File: config.mk
export PLATFORM = sky130hd
export DESIGN_NAME = sram_port_arbiter
export DESIGN_NICKNAME = d
export VERILOG_FILES = /design/src/rtl/sram_port_arbiter.sv
export SDC_FILE = /design/constraint.sdc
export NUM_CORES = 1
export LEC_CHECK = 0
export ABC_AREA = 1
export BUFFER_PORTS_ARGS = -buffer_cell sky130_fd_sc_hd__buf_2
export CORE_UTILIZATION = 37
export DETAILED_ROUTE_END_ITERATION = 16
export PLACE_DENSITY = 0.74
export SLEW_MARGIN = 0
export SYNTH_ARGS = -nofsm -noshare
export SYNTH_HDL_FRONTEND = slang
export SYNTH_SLANG_ARGS = --single-unit
File: constraint.sdc
create_clock -name clk -period 1.24 [get_ports clk]
set_clock_uncertainty 0.05 [all_clocks]
set_input_delay 0.062 -clock clk [delete_from_list [all_inputs] [get_ports clk]]
set_output_delay 0.062 -clock clk [all_outputs]
set_load 0.02 [all_outputs]
File: src/rtl/sram_port_arbiter.sv
// sram_port_arbiter: shares one 16-bit asynchronous SRAM between the
// instruction-fetch port and the data load/store port of the ThinPad CPU.
// Data accesses win conflicts; the fetch port is stalled until its turn.
// Strobes are Moore outputs registered from the next state, so they change
// cleanly on clock edges and drop immediately on asynchronous reset.
// Optional build macro: ARB_CONFLICT_CNT_EN enables the saturating conflict
// counter on conflict_cnt; without it the port is tied to zero.
module sram_port_arbiter #(
  parameter int READ_WAIT   = 1,
  parameter int WRITE_PULSE = 1,
  parameter int SRAM_AW     = 18
) (
  input  logic               clk,
  input  logic               rst,
  input  logic               if_req,
  input  logic [15:0]        if_addr,
  output logic [15:0]        if_data,
  output logic               if_ready,
  output logic               stall_if,
  input  logic               mem_rd,
  input  logic               mem_wr,
  input  logic [15:0]        mem_addr,
  input  logic [15:0]        mem_wdata,
  output logic [15:0]        mem_rdata,
  output logic               mem_ready,
  output logic               stall_mem,
  output logic [SRAM_AW-1:0] sram_addr,
  input  logic [15:0]        sram_din,
  output logic [15:0]        sram_dout,
  output logic               sram_drive_en,
  output logic               sram_ce_n,
  output logic               sram_oe_n,
  output logic               sram_we_n,
  output logic [15:0]        conflict_cnt
);

  typedef enum logic [2:0] {
    IDLE     = 3'd0,
    RD       = 3'd1,
    WR_SETUP = 3'd2,
    WR_PULSE = 3'd3,
    WR_HOLD  = 3'd4,
    DONE     = 3'd5
  } state_t;

  // Last value of the wait counter in the multi-cycle states.
  localparam logic [2:0] RD_LAST = 3'(READ_WAIT);
  localparam logic [2:0] WP_LAST = 3'(WRITE_PULSE - 1);

  state_t             state_r, state_s;
  logic [2:0]         cnt_r, cnt_s;
  logic               owner_fetch_r, owner_fetch_s;

  logic [SRAM_AW-1:0] addr_r, addr_s;
  logic [15:0]        dout_r, dout_s;
  logic [15:0]        if_data_r, if_data_s;
  logic [15:0]        mem_rdata_r, mem_rdata_s;
  logic               ce_n_r, ce_n_s;
  logic               oe_n_r, oe_n_s;
  logic               we_n_r, we_n_s;
  logic               drive_en_r, drive_en_s;
  logic               if_ready_r, if_ready_s;
  logic               mem_ready_r, mem_ready_s;

  // FSM state, wait counter and access owner.
  always_ff @(posedge clk or negedge rst) begin
    if (!rst) begin
      state_r       <= IDLE;
      cnt_r         <= 3'd0;
      owner_fetch_r <= 1'b0;
    end else begin
      state_r       <= state_s;
      cnt_r         <= cnt_s;
      owner_fetch_r <= owner_fetch_s;
    end
  end

  // Next-state logic: arbitration in IDLE, latching of the access, read capture.
  always_comb begin
    state_s       = state_r;
    cnt_s         = cnt_r;
    owner_fetch_s = owner_fetch_r;
    addr_s        = addr_r;
    dout_s        = dout_r;
    if_data_s     = if_data_r;
    mem_rdata_s   = mem_rdata_r;
    case (state_r)
      IDLE: begin
        cnt_s = 3'd0;
        // A write wins even when a read is requested together with it.
        if (mem_wr) begin
          state_s       = WR_SETUP;
          owner_fetch_s = 1'b0;
          addr_s        = SRAM_AW'(mem_addr);
          dout_s        = mem_wdata;
        end else if (mem_rd) begin
          state_s       = RD;
          owner_fetch_s = 1'b0;
          addr_s        = SRAM_AW'(mem_addr);
        end else if (if_req) begin
          state_s       = RD;
          owner_fetch_s = 1'b1;
          addr_s        = SRAM_AW'(if_addr);
        end else begin
          state_s = IDLE;
        end
      end
      RD: begin
        if (cnt_r == RD_LAST) begin
          state_s = DONE;
          cnt_s   = 3'd0;
          if (owner_fetch_r) begin
            if_data_s = sram_din;
          end else begin
            mem_rdata_s = sram_din;
          end
        end else begin
          cnt_s = cnt_r + 3'd1;
        end
      end
      WR_SETUP: begin
        state_s = WR_PULSE;
        cnt_s   = 3'd0;
      end
      WR_PULSE: begin
        if (cnt_r == WP_LAST) begin
          state_s = WR_HOLD;
          cnt_s   = 3'd0;
        end else begin
          cnt_s = cnt_r + 3'd1;
        end
      end
      WR_HOLD: begin
        state_s = DONE;
      end
      DONE: begin
        state_s = IDLE;
      end
      default: begin
        state_s = IDLE;
        cnt_s   = 3'd0;
      end
    endcase
  end

  // Moore strobe decode from the state about to be entered.
  always_comb begin
    ce_n_s      = 1'b1;
    oe_n_s      = 1'b1;
    we_n_s      = 1'b1;
    drive_en_s  = 1'b0;
    if_ready_s  = 1'b0;
    mem_ready_s = 1'b0;
    case (state_s)
      IDLE: begin
        ce_n_s = 1'b1;
      end
      RD: begin
        ce_n_s = 1'b0;
        oe_n_s = 1'b0;
      end
      WR_SETUP: begin
        ce_n_s     = 1'b0;
        drive_en_s = 1'b1;
      end
      WR_PULSE: begin
        ce_n_s     = 1'b0;
        we_n_s     = 1'b0;
        drive_en_s = 1'b1;
      end
      WR_HOLD: begin
        ce_n_s     = 1'b0;
        drive_en_s = 1'b1;
      end
      DONE: begin
        if (owner_fetch_s) begin
          if_ready_s = 1'b1;
        end else begin
          mem_ready_s = 1'b1;
        end
      end
      default: begin
        ce_n_s = 1'b1;
      end
    endcase
  end

  // Registered outputs; reset drops strobes and bus drive without waiting for a clock.
  always_ff @(posedge clk or negedge rst) begin
    if (!rst) begin
      addr_r      <= '0;
      dout_r      <= 16'h0000;
      if_data_r   <= 16'h0800;
      mem_rdata_r <= 16'h0000;
      ce_n_r      <= 1'b1;
      oe_n_r      <= 1'b1;
      we_n_r      <= 1'b1;
      drive_en_r  <= 1'b0;
      if_ready_r  <= 1'b0;
      mem_ready_r <= 1'b0;
    end else begin
      addr_r      <= addr_s;
      dout_r      <= dout_s;
      if_data_r   <= if_data_s;
      mem_rdata_r <= mem_rdata_s;
      ce_n_r      <= ce_n_s;
      oe_n_r      <= oe_n_s;
      we_n_r      <= we_n_s;
      drive_en_r  <= drive_en_s;
      if_ready_r  <= if_ready_s;
      mem_ready_r <= mem_ready_s;
    end
  end

  assign sram_addr     = addr_r;
  assign sram_dout     = dout_r;
  assign sram_drive_en = drive_en_r;
  assign sram_ce_n     = ce_n_r;
  assign sram_oe_n     = oe_n_r;
  assign sram_we_n     = we_n_r;
  assign if_data       = if_data_r;
  assign if_ready      = if_ready_r;
  assign mem_rdata     = mem_rdata_r;
  assign mem_ready     = mem_ready_r;

  // Stalls are combinational so the pipeline freezes in the request cycle.
  assign stall_if  = if_req & ~if_ready_r;
  assign stall_mem = (mem_rd | mem_wr) & ~mem_ready_r;

`ifdef ARB_CONFLICT_CNT_EN
  logic [15:0] conflict_cnt_r;

  // Count IDLE edges where both ports compete; saturate, clear only on reset.
  always_ff @(posedge clk or negedge rst) begin
    if (!rst) begin
      conflict_cnt_r <= 16'h0000;
    end else if ((state_r == IDLE) && if_req && (mem_rd | mem_wr) &&
                 (conflict_cnt_r != 16'hFFFF)) begin
      conflict_cnt_r <= conflict_cnt_r + 16'd1;
    end
  end

  assign conflict_cnt = conflict_cnt_r;
`else
  assign conflict_cnt = 16'h0000;
`endif

endmodule

==> impl_metrics.csv <==
group,metric,value,unit
placed_design,portBuffers,140,
flow_run,drv_cap,0,
critical_path,crit_start,"cnt_r[0]",
global_routing,grt_first_pass_wirelength,15.3,mm
timing,fin_crit_sh,1.17,
critical_path,r2r-start,"cnt_r[0]",
power,leakage,2.94,nW
yosys,synthesis.area,3560,sq um
cts,cts-buffers-inserted,9,
global_routing,overflow,0,
placed_design,post-dp-hpwl,5.83,mm
worst_hold_path,hp-start,"mem_wr",
yosys,synth_cells,371,
floorplan,pin_count,159,
detailed_routing,drc,0,
critical_path,slowest_delay,0.44,ns
timing,tns,-10.28,ns
critical_path,cp_slowest_cell,"dfrtp_2",
floorplan,coreArea,9280,sq um
cts,insertion_delay,0.34,ns
global_routing,antenna_found_initial,0,
status,failed_checks,"setup timing",
layout,num_antenna_cells,0,
power,powerDensity,2450,nW/um^2
critical_path,critPathMostFrequentCell,"nand2_2",
timing,post-route-min-period,1.45,ns
placed_design,dp_slack,-0.222,ns
global_routing,grt_pass1_vias,3315,
detailed_routing,dr.pass1.iters,4,
critical_path,cp.required,1.42,ns
layout,fillers,763,
floorplan,dieArea,10000,sq um
timing,setup_viol_count_final,73,
timing,max_clock_freq,689,MHz
floorplan,row_count,35,
cts,htree_levels,3,
global_routing,grt_usage,0.194,
layout,area_growth,63.3,%
cts,clock-sinks,77,
layout,final_nets,681,
detailed_routing,wl,10.3,mm
floorplan,start_util,0.383,
timing,rsz0062_at_grt,"yes",
global_routing,grt_use_met3,0.0404,
floorplan,die_w,100,um
layout,finalCoreUtilization,0.626,
detailed_routing,wire_per_inst,13.8,um
placed_design,gp_congestion,0.806,
timing,holdWs,0.0749,ns
detailed_routing,drt_iter0_markers,108,
critical_path,crit_chain,"ha_4 -> nand2_2 -> nand2_2 -> nand2_2 -> clkinv_4 -> nand2_8 -> clkbuf_16 -> o21ai_2",
floorplan,dieHeight,100,um
yosys,yosysWarnings,0,
cts,cts_root_buf,"clkbuf_8",
global_routing,met1_usage,0.228,
power,ir_drop,1.22,mV
cts,clockBufferDepth,2,
yosys,yosys.area.top_type,"dfrtp_1",
critical_path,worstSetupStartpointType,"flop",
yosys,synthTopCellsByArea,"dfrtp_1, nand2_1, o21ai_2",
yosys,ys_seq_area_frac,0.543,
critical_path,cp-end-kind,"flop",
detailed_routing,drt-vias-per-instance,4.58,
yosys,ys_types,27,
global_routing,grt_max_degree,78,
layout,drive_above_1_share,0.502,
detailed_routing,ant_nets,0,
cts,cts_tree,"yes",
global_routing,grt_busiest_layer,"met2",
yosys,ys_ff_latch,77,
status,status,"complete, but fails checks",
critical_path,path_class,"reg2reg",
critical_path,cp_max_fo,10,
cts,clk_pin_slew,0.08,ns
critical_path,worstPathArrival,1.63,ns
yosys,yosys.area.top_type_share,0.514,
worst_hold_path,hold_class,"in2reg",
yosys,avgSynthCellArea,9.59,sq um
global_routing,met2_usage,0.343,
timing,fin_ws,-0.211,ns
detailed_routing,num_vias,3400,
timing,hold_viol,0,
timing,slew_viol_final,0,
-- cells by family (layout without fill, tap and decap cells) --
family,after synthesis,in the layout,share of synthesized area
simple gates,149,149,0.176
other cells,1,18,0.00105
xor+xnor,1,1,0.00246
buf+inv,68,294,0.112
flops,77,77,0.543
fa+ha+maj,3,3,0.0106
compound gates,72,72,0.155
-- layer usage --
metal / vias to the layer above / wire length (um)
met4: 0 / 252
met5: - / 0
met2: 149 / 5390
met3: 28 / 632
met1: 1602 / 4010
li1: 1621 / -
-- report_power, final --
| part | switching (mW) | internal [mW] | total [mW] |
|---|---|---|---|
| Combinational | 4.52 | 3.36 | 7.89 |
| Sequential | 0.819 | 3.78 | 4.60 |
| Clock | 0.933 | 0.837 | 1.77 |
-- repair_timing --
| action | 4_1_cts | 5_1_grt |
|---|---|---|
| setup endpoints to repair | 73 | 75 |
| hold buffers | 65 | 0 |
| gates resized for setup | 10 | 52 |
| endpoints found under the hold margin | 137 | 0 |
| buffers inserted | 9 | 2 |
| pin swaps | 0 | 4 |
| cloned | 2 | 6 |
-- critical path: cells and delay by family, from the launching register on --
family,cells,cell delay (ns)
compound gates,1,0.05
fa+ha+maj,1,0.17
buf+inv,2,0.27
flops,1,0.44
simple gates,4,0.36
-- Yosys cell counts, drive strengths merged --
library cell,count
xor2,1
buf,32
o21ai,51
nand2,112
inv,34
nand3,9
clkbuf,2
a31oi,16
o22ai,1
conb,1
dfstp,4
nor2,28
dfrtp,73
a21oi,4
ha,3
-- per-stage QoR --
step	cells	power [mW]	cell area (sq um)
after floorplan	388	8.74	3660
after global placement	643	10.6	4470
after detailed placement	643	10.8	4470
after CTS	735	13.4	5460
after global routing	743	15.2	5810
final	743	14.3	5810
-- layout by cell type (no fill, tap or decap), types with 3 or more instances in the layout --
| cell type | netlist | final |
|---|---|---|
| dfrtp_1 | 73 | 72 |
| a31oi_4 | 0 | 3 |
| nor2_2 | 1 | 11 |
| inv_2 | 5 | 5 |
| conb_1 | 1 | 18 |
| clkbuf_16 | 0 | 5 |
| dlygate4sd3_1 | 0 | 65 |
| buf_2 | 3 | 139 |
| inv_1 | 29 | 27 |
| nand3_1 | 7 | 4 |
| nand2_2 | 2 | 36 |
| o21ai_2 | 32 | 31 |
| nand3_2 | 2 | 4 |
| clkbuf_8 | 0 | 11 |
| buf_12 | 0 | 7 |
| buf_4 | 21 | 24 |
| a31oi_1 | 10 | 9 |
| a31oi_2 | 6 | 4 |
| nor2_1 | 25 | 15 |
| nand2_1 | 108 | 72 |
| dfstp_2 | 4 | 4 |
| o21ai_0 | 19 | 18 |
-- worst paths after layout --
kind	endpoint	slack [ns]	depth (start not counted)
max in group asynchronous	sram_ce_n	0.55	3
worst min register to register	sram_dout[9]	0.43	2
worst max register to register	if_data[2]	-0.21	8
worst min-delay path	state_r[1]	0.07	3
worst max-delay path	if_data[2]	-0.21	8
min in group asynchronous	if_data[7]	0.23	3
-- state kept, by name (all words and copies together), names as in the netlist --
name / flops
state_r: 3
if_data: 16
mem_rdata: 16
if_ready: 1
owner_fetch_r: 1
sram_oe_n: 1
sram_dout: 16
sram_we_n: 1
sram_drive_en: 1
cnt_r: 3
mem_ready: 1
sram_ce_n: 1
sram_addr: 16
-- final cells by class --
type | count | area [sq um] | area share
Sequential cell | 77 | 1930 | 0.333
Clock inverter | 5 | 33.8 | 0.00582
Tap cell | 129 | 161 | 0.0278
Timing Repair Buffer | 244 | 1870 | 0.322
Inverter | 34 | 140 | 0.0241
Clock buffer | 11 | 151 | 0.0261
Multi-Input combinational cell | 243 | 1520 | 0.261
No activity file was read; power rests on OpenSTA's default activity.
